$ cat src/rtl/seg_display_pkg.sv
// seg_display_pkg: shared 7-segment glyph constants and code-to-glyph decode.
package seg_display_pkg;

    localparam logic [6:0] SEG_BLANK = 7'h7F;
    localparam logic [6:0] SEG_0 = 7'h40;
    localparam logic [6:0] SEG_1 = 7'h79;
    localparam logic [6:0] SEG_2 = 7'h24;
    localparam logic [6:0] SEG_3 = 7'h30;
    localparam logic [6:0] SEG_4 = 7'h19;
    localparam logic [6:0] SEG_5 = 7'h12;
    localparam logic [6:0] SEG_6 = 7'h02;
    localparam logic [6:0] SEG_7 = 7'h78;
    localparam logic [6:0] SEG_8 = 7'h00;
    localparam logic [6:0] SEG_9 = 7'h10;
    localparam logic [6:0] SEG_A = 7'h08;
    localparam logic [6:0] SEG_B = 7'h03;
    localparam logic [6:0] SEG_C = 7'h46;
    localparam logic [6:0] SEG_D = 7'h21;
    localparam logic [6:0] SEG_E = 7'h06;
    localparam logic [6:0] SEG_F = 7'h0E;

    localparam logic [6:0] SEG_TABLE [16] = '{
        SEG_0, SEG_1, SEG_2, SEG_3, SEG_4, SEG_5, SEG_6, SEG_7,
        SEG_8, SEG_9, SEG_A, SEG_B, SEG_C, SEG_D, SEG_E, SEG_F
    };

    // Active-low gfedcba pattern; codes above 9 are blank unless hex_mode is set.
    function automatic logic [6:0] seg_glyph(input logic [3:0] code, input logic hex_mode);
        return (code > 4'd9 && !hex_mode) ? SEG_BLANK : SEG_TABLE[code];
    endfunction

endpackage

$ cat src/rtl/seg_display_scanner_if.sv
// seg_display_scanner_if: data/control in, anode/cathode pins out. SEG_BLINK_EN adds blink_mask.
interface seg_display_scanner_if #(parameter int NUM_DIGITS = 8);

    logic [4*NUM_DIGITS-1:0] digits_in;
    logic [NUM_DIGITS-1:0]   dp_in;
    logic                    load;
    logic                    hex_mode;
    logic                    lz_en;
    logic [3:0]              brightness;
    logic [6:0]              seg_out;
    logic                    dp_out;
    logic [NUM_DIGITS-1:0]   seg_sel;
`ifdef SEG_BLINK_EN
    logic [NUM_DIGITS-1:0]   blink_mask;

    modport master(output digits_in, dp_in, load, hex_mode, lz_en, brightness, blink_mask,
                   input seg_out, dp_out, seg_sel);
    modport slave(input digits_in, dp_in, load, hex_mode, lz_en, brightness, blink_mask,
                  output seg_out, dp_out, seg_sel);
`else
    modport master(output digits_in, dp_in, load, hex_mode, lz_en, brightness,
                   input seg_out, dp_out, seg_sel);
    modport slave(input digits_in, dp_in, load, hex_mode, lz_en, brightness,
                  output seg_out, dp_out, seg_sel);
`endif

endinterface

$ cat src/rtl/seg_scan_timer.sv
// seg_scan_timer: refresh prescaler, digit index, frame boundary and brightness PWM window.
module seg_scan_timer #(
    parameter int NUM_DIGITS = 8,
    parameter int REFRESH_DIV_LOG2 = 16,
    localparam int IDX_W = $clog2(NUM_DIGITS)
) (
    input  logic             clk,
    input  logic             rst,
    input  logic [3:0]       brightness,
    output logic [IDX_W-1:0] idx,
    output logic             frame_end,
    output logic             pwm_on
);

    logic [REFRESH_DIV_LOG2-1:0] prescaler;
    logic                        tick;

    assign tick      = &prescaler;
    assign frame_end = tick && idx == IDX_W'(NUM_DIGITS - 1);
    assign pwm_on    = prescaler[REFRESH_DIV_LOG2-1 -: 4] <= brightness;

    // Free-running slot counter; the digit index advances once per full slot.
    always_ff @(posedge clk or posedge rst) begin
        if (rst) begin
            prescaler <= '0;
            idx       <= '0;
        end else begin
            prescaler <= prescaler + 1'b1;
            if (tick)
                idx <= frame_end ? '0 : idx + 1'b1;
        end
    end

endmodule

$ cat src/rtl/seg_display_scanner.sv
// seg_display_scanner: double-buffered multiplexed 7-segment scanner; optional SEG_BLINK_EN blinking.
module seg_display_scanner
    import seg_display_pkg::*;
#(
    parameter int NUM_DIGITS = 8,
    parameter int REFRESH_DIV_LOG2 = 16,
`ifdef SEG_BLINK_EN
    parameter int BLINK_FRAMES = 256,
`endif
    localparam int IDX_W = $clog2(NUM_DIGITS)
) (
    input logic clk,
    input logic rst,
    seg_display_scanner_if.slave bus
);

    logic [IDX_W-1:0]        idx;
    logic                    frame_end;
    logic                    pwm_on;
    logic [4*NUM_DIGITS-1:0] shadow_digits;
    logic [4*NUM_DIGITS-1:0] active_digits;
    logic [NUM_DIGITS-1:0]   shadow_dp;
    logic [NUM_DIGITS-1:0]   active_dp;
    logic                    pending;
    logic [3:0]              cur_code;
    logic                    suppressed;
    logic                    anode_en;

    seg_scan_timer #(
        .NUM_DIGITS(NUM_DIGITS),
        .REFRESH_DIV_LOG2(REFRESH_DIV_LOG2)
    ) u_timer (
        .clk(clk),
        .rst(rst),
        .brightness(bus.brightness),
        .idx(idx),
        .frame_end(frame_end),
        .pwm_on(pwm_on)
    );

    // Loads land in the shadow copy; active only changes on a frame boundary.
    always_ff @(posedge clk or posedge rst) begin
        if (rst) begin
            shadow_digits <= '0;
            shadow_dp     <= '0;
            active_digits <= '0;
            active_dp     <= '0;
            pending       <= 1'b0;
        end else begin
            if (bus.load) begin
                shadow_digits <= bus.digits_in;
                shadow_dp     <= bus.dp_in;
            end
            if (frame_end && bus.load) begin
                active_digits <= bus.digits_in;
                active_dp     <= bus.dp_in;
            end else if (frame_end && pending) begin
                active_digits <= shadow_digits;
                active_dp     <= shadow_dp;
            end
            pending <= bus.load ? !frame_end : (frame_end ? 1'b0 : pending);
        end
    end

    assign cur_code   = active_digits[{idx, 2'b00} +: 4];
    assign suppressed = bus.lz_en && idx != '0 && (active_digits >> {idx, 2'b00}) == '0;

`ifdef SEG_BLINK_EN
    localparam int FC_W = $clog2(BLINK_FRAMES + 1);

    logic [FC_W-1:0] frame_cnt;
    logic            blink_on;

    // Counts frames and flips the blink phase every BLINK_FRAMES frames.
    always_ff @(posedge clk or posedge rst) begin
        if (rst) begin
            frame_cnt <= '0;
            blink_on  <= 1'b1;
        end else if (frame_end) begin
            frame_cnt <= frame_cnt == FC_W'(BLINK_FRAMES - 1) ? '0 : frame_cnt + 1'b1;
            blink_on  <= frame_cnt == FC_W'(BLINK_FRAMES - 1) ? !blink_on : blink_on;
        end
    end

    assign anode_en = pwm_on && !(bus.blink_mask[idx] && !blink_on);
`else
    assign anode_en = pwm_on;
`endif

    // Registered pins: anode and cathodes switch together, so only one anode is ever low.
    always_ff @(posedge clk or posedge rst) begin
        if (rst) begin
            bus.seg_out <= SEG_BLANK;
            bus.dp_out  <= 1'b1;
            bus.seg_sel <= '1;
        end else begin
            bus.seg_out <= suppressed ? SEG_BLANK : seg_glyph(cur_code, bus.hex_mode);
            bus.dp_out  <= !active_dp[idx];
            bus.seg_sel <= anode_en ? ~(NUM_DIGITS'(1) << idx) : '1;
        end
    end

endmodule

$ cat src/flat_wrapper.sv
// flat-port wrapper written by rule: the top's interface ports become plain ports
module seg_display_scanner_flat import seg_display_pkg::*;
#(
    parameter int NUM_DIGITS = 8,
    parameter int REFRESH_DIV_LOG2 = 16,

    localparam int IDX_W = $clog2(NUM_DIGITS)
)
  (clk, rst, bus_digits_in, bus_dp_in, bus_load, bus_hex_mode, bus_lz_en, bus_brightness, bus_seg_out, bus_dp_out, bus_seg_sel);
  seg_display_scanner_if #(.NUM_DIGITS(NUM_DIGITS)) bus_i ();
  input logic clk;
  input logic rst;
  input wire logic [$bits(bus_i.digits_in)-1:0] bus_digits_in;
  input wire logic [$bits(bus_i.dp_in)-1:0] bus_dp_in;
  input wire logic [$bits(bus_i.load)-1:0] bus_load;
  input wire logic [$bits(bus_i.hex_mode)-1:0] bus_hex_mode;
  input wire logic [$bits(bus_i.lz_en)-1:0] bus_lz_en;
  input wire logic [$bits(bus_i.brightness)-1:0] bus_brightness;
  output wire logic [$bits(bus_i.seg_out)-1:0] bus_seg_out;
  output wire logic [$bits(bus_i.dp_out)-1:0] bus_dp_out;
  output wire logic [$bits(bus_i.seg_sel)-1:0] bus_seg_sel;
  assign bus_i.digits_in = bus_digits_in;
  assign bus_i.dp_in = bus_dp_in;
  assign bus_i.load = bus_load;
  assign bus_i.hex_mode = bus_hex_mode;
  assign bus_i.lz_en = bus_lz_en;
  assign bus_i.brightness = bus_brightness;
  assign bus_seg_out = bus_i.seg_out;
  assign bus_dp_out = bus_i.dp_out;
  assign bus_seg_sel = bus_i.seg_sel;
  seg_display_scanner #(.NUM_DIGITS(NUM_DIGITS), .REFRESH_DIV_LOG2(REFRESH_DIV_LOG2)) u_core (.clk(clk), .rst(rst), .bus(bus_i));
endmodule
$ cat config.mk
export PLATFORM = sky130hd
export DESIGN_NAME = seg_display_scanner_flat
export DESIGN_NICKNAME = d
export VERILOG_FILES = /design/src/rtl/seg_display_pkg.sv /design/src/rtl/seg_display_scanner_if.sv /design/src/rtl/seg_scan_timer.sv /design/src/rtl/seg_display_scanner.sv /design/src/flat_wrapper.sv
export SDC_FILE = /design/constraint.sdc
export NUM_CORES = 1
export LEC_CHECK = 0
export ABC_AREA = 0
export CORE_MARGIN = 2
export CORE_UTILIZATION = 44
export CTS_BUF_LIST = sky130_fd_sc_hd__clkbuf_16
export DETAILED_ROUTE_END_ITERATION = 6
export DONT_BUFFER_PORTS = 1
export PLACE_DENSITY = 0.66
export SYNTH_ARGS = -nofsm -noshare
export SYNTH_HDL_FRONTEND = slang
export SYNTH_SLANG_ARGS = --single-unit
$ cat constraint.sdc
create_clock -name clk -period 5.21 [get_ports clk]
set_clock_uncertainty 0.05 [all_clocks]
set_input_delay 1.042 -clock clk [delete_from_list [all_inputs] [get_ports clk]]
set_output_delay 1.042 -clock clk [all_outputs]
set_load 0.02 [all_outputs]
==> impl_metrics.json <==
{
  "drive_above_1_share_pct": 26.20,
  "synth_top_family_by_area": "multiplexers",
  "die_w_um": 116.8,
  "reg2reg_depth": 7,
  "die_h_um": 116.8,
  "ys_warn_count": 0,
  "required_ns": 5.49,
  "setup_tns_ns": 0,
  "drtAntennaViolNets": 0,
  "drt_iter0_drc": 340,
  "synth-seq-area-share_pct": 52.25,
  "syn_area_mm2": 0.005594,
  "routed_wl_um": 11990,
  "grt_max_degree": 80,
  "dr.pass1.iters": 5,
  "cp-start-kind": "flip-flop",
  "rows": 41,
  "rsz0062_at_grt": "no",
  "grt_usage_pct": 19.24,
  "critPathKind": "flip-flop to flip-flop",
  "start_util_pct": 44.69,
  "final_cell_mix": "100 x dfrtp_1, 60 x mux2_2, 38 x o22ai_1",
  "root_buffer": "clkbuf_16",
  "period_share_pct": 63.28,
  "ys_types": 48,
  "post_drt_wl_per_cell_um": 19.03,
  "numPlacedInstances": 598,
  "syn2layout_area_growth_pct": 11.14,
  "power_mw": 2.090,
  "place_congestion": 0.8533,
  "route.vias.total": 3708,
  "clk_latency_ns": 0.42,
  "grt_pass1_vias": 3612,
  "setup.worst_path.end": "u_core.bus.seg_out[4]$_DFF_PP1_",
  "synthSimpleGateAreaFrac_pct": 7.605,
  "fillers": 1124,
  "peakVddDrop_uv": 210.2,
  "pwr_density_cell_mw_per_mm2": 336.1,
  "synth_edf_count": 0,
  "syn_inst": 447,
  "ios": 65,
  "numClockSinks": 116,
  "slew_violations": 0,
  "power.switching_mw": 0.4600,
  "max_freq_ghz": 0.3033,
  "slew_headroom_pct": 27.83,
  "syn-num-nets": 513,
  "r2r_slack_ns": 1.91,
  "drcViolationCount": 0,
  "clockBufferDepth": 2,
  "final_cells": 630,
  "startpoint": "u_core.u_timer.idx[1]$_DFFE_PP0P_",
  "cap_violations": 0,
  "p_int_mw": 1.630,
  "synth-seq-cells": 116,
  "r2r-start": "u_core.u_timer.idx[1]$_DFFE_PP0P_",
  "hold_violations": 0,
  "cts_resized": 0,
  "power_frac_seq_pct": 46.5,
  "cts_tree": "done",
  "worst_pin_slew_ns": 1.083,
  "clk_pin_slew_worst_paths_ns": 0.05,
  "crit_fanout": 25,
  "dpl.hpwl_um": 8165,
  "core_area_mm2": 0.01252,
  "synth_fa_ha_area_share_pct": 3.802,
  "cts_setup_buffers": 0,
  "combPwrFrac_pct": 5.1,
  "grt_pass1_wl_um": 19580,
  "synth_compound_area_share_pct": 10.91,
  "hold_class": "flip-flop to flip-flop",
  "fin_crit_ns": 3.297,
  "cp-end-kind": "flip-flop",
  "finalSetupViolCount": 0,
  "p_leak_nw": 2.679,
  "syn_avg_cell_area_um2": 12.51,
  "regToRegEndpoint": "u_core.bus.seg_out[4]$_DFF_PP1_",
  "vias_per_cell": 5.886,
  "synthXorXnorAreaFrac_pct": 2.192,
  "die-area_mm2": 0.01363,
  "ys.flop_type": "dfrtp_1",
  "grt_overflow": 0,
  "diodes": 0,
  "postCtsHoldBufs": 0,
  "htreeDepth": 4,
  "p_sw_share_pct": 22.01,
  "status": "finished clean",
  "final_common_cell": "dfrtp_1",
  "arrival_ns": 3.57,
  "clkPwrFrac_pct": 48.4,
  "synthMuxAreaShare_pct": 20.02,
  "cts_buffers": 17,
  "antenna_found_initial": 0,
  "postSynth.asyncResetShare_pct": 100.0,
  "portBuffers": 0,
  "nets": 511
}
## state kept, by name, indices dropped and copies added, names as in the netlist
signal and flops:
u_core.u_timer.idx 3, u_core.shadow_dp 8, u_core.u_timer.prescaler 16, u_core.active_dp 8
u_core.bus.dp_out 1, u_core.active_digits 32, u_core.pending 1, u_core.bus.seg_out 7
u_core.bus.seg_sel 8, u_core.shadow_digits 32
## worst min-delay path by stage
stage	from	endpoint	slack, ns	depth (start not counted)
after floorplan	u_core.u_timer.prescaler[10]$_DFF_PP0_	u_core.u_timer.prescaler[10]$_DFF_PP0_	0.39	1
after global placement	u_core.u_timer.prescaler[10]$_DFF_PP0_	u_core.u_timer.prescaler[10]$_DFF_PP0_	0.40	1
after detailed placement	u_core.u_timer.prescaler[8]$_DFF_PP0_	u_core.u_timer.prescaler[8]$_DFF_PP0_	0.41	1
after CTS	u_core.u_timer.prescaler[8]$_DFF_PP0_	u_core.u_timer.prescaler[8]$_DFF_PP0_	0.43	1
after global routing	u_core.u_timer.prescaler[8]$_DFF_PP0_	u_core.u_timer.prescaler[8]$_DFF_PP0_	0.44	1
final	u_core.u_timer.prescaler[8]$_DFF_PP0_	u_core.u_timer.prescaler[8]$_DFF_PP0_	0.42	1
## worst max-delay path, stage by stage (launching register included)
cell	delay [ns]
dfrtp_1	1.05
mux4_2	0.60
mux2i_1	0.42
ha_1	0.28
nand2_1	0.06
a21oi_1	0.22
o2111ai_4	0.22
o221ai_1	0.29
## layer usage
metal / global-route usage [%] / wire [um] / vias up / share of wire [%]
li1: - / - / 1686 / -
met5: 0 / 0 / - / 0
met1: 26.32 / 5331 / 1882 / 44
met4: 7.529 / 191 / 0 / 1.6
met2: 27.59 / 5582 / 118 / 47
met3: 7.577 / 886 / 22 / 7.4
## power groups by stage
stage	clock network (mW)	logic, mW	registers, mW
6_report	1.01	0.107	0.971
5_1_grt	1.08	0.119	0.975
4_1_cts	1.03	0.110	0.971
3_5_place_dp	0	0.109	0.986
3_3_place_gp	0	0.106	0.984
2_1_floorplan	0	0.0941	0.978
## kinds of logic (layout without fill, tap and decap cells)
logic type | Yosys count | in the layout
AOI/OAI and AO/OA | 95 | 95
xor gates and xnor gates | 14 | 14
muxes | 89 | 89
and+or+nand+nor | 78 | 78
adders and majority gates | 17 | 17
DFF | 116 | 116
buffers and inverters | 38 | 49
## Yosys cell counts, types with 3 or more instances
master,instances,area share (%)
a211oi_1,3,0.40
a21oi_1,23,2.1
a221oi_1,5,0.78
a22oi_1,4,0.54
and3_1,3,0.34
and4_1,4,0.63
buf_1,3,0.20
buf_2,9,0.81
buf_6,3,0.60
clkbuf_1,7,0.47
dfrtp_1,100,45
dfstp_2,16,7.5
ha_1,17,3.8
inv_1,12,0.81
mux2_1,3,0.60
mux2_2,60,12
mux2i_1,14,2.5
mux4_2,10,4.0
nand2_1,15,1.0
nand3_1,15,1.3
nand4_1,5,0.56
nor2_1,11,0.74
nor3_1,4,0.36
nor3b_1,3,0.40
nor4_1,7,0.78
o21a_1,3,0.40
o21ai_0,5,0.45
o21ai_1,6,0.54
o22ai_1,38,4.2
xnor2_1,11,1.7
xor2_1,3,0.47
## area by class of cell
type	instances	area, um2	area share [%]
inverters	15	58.81	0.9459
multi-input cells	293	2491	40.07
well taps	172	215.2	3.461
flip-flops and latches	116	2923	47.01
clock buffers	17	425.4	6.842
repair buffers	2	15.01	0.2415
clock inverters	15	88.84	1.429
## through the flow
step           area [um2]  hold WS, ns  util [%]  setup slack, ns
6_report             6217       0.4215     49.67            1.913
5_1_grt              6217       0.4404     49.67            1.657
4_1_cts              6217       0.4257     49.67            1.921
3_5_place_dp         5703       0.4147     45.56            1.936
3_3_place_gp         5703       0.4027     45.56            2.035
2_1_floorplan        5594       0.3881         -            1.072
Note: power is estimated with default switching activity, not from simulation.
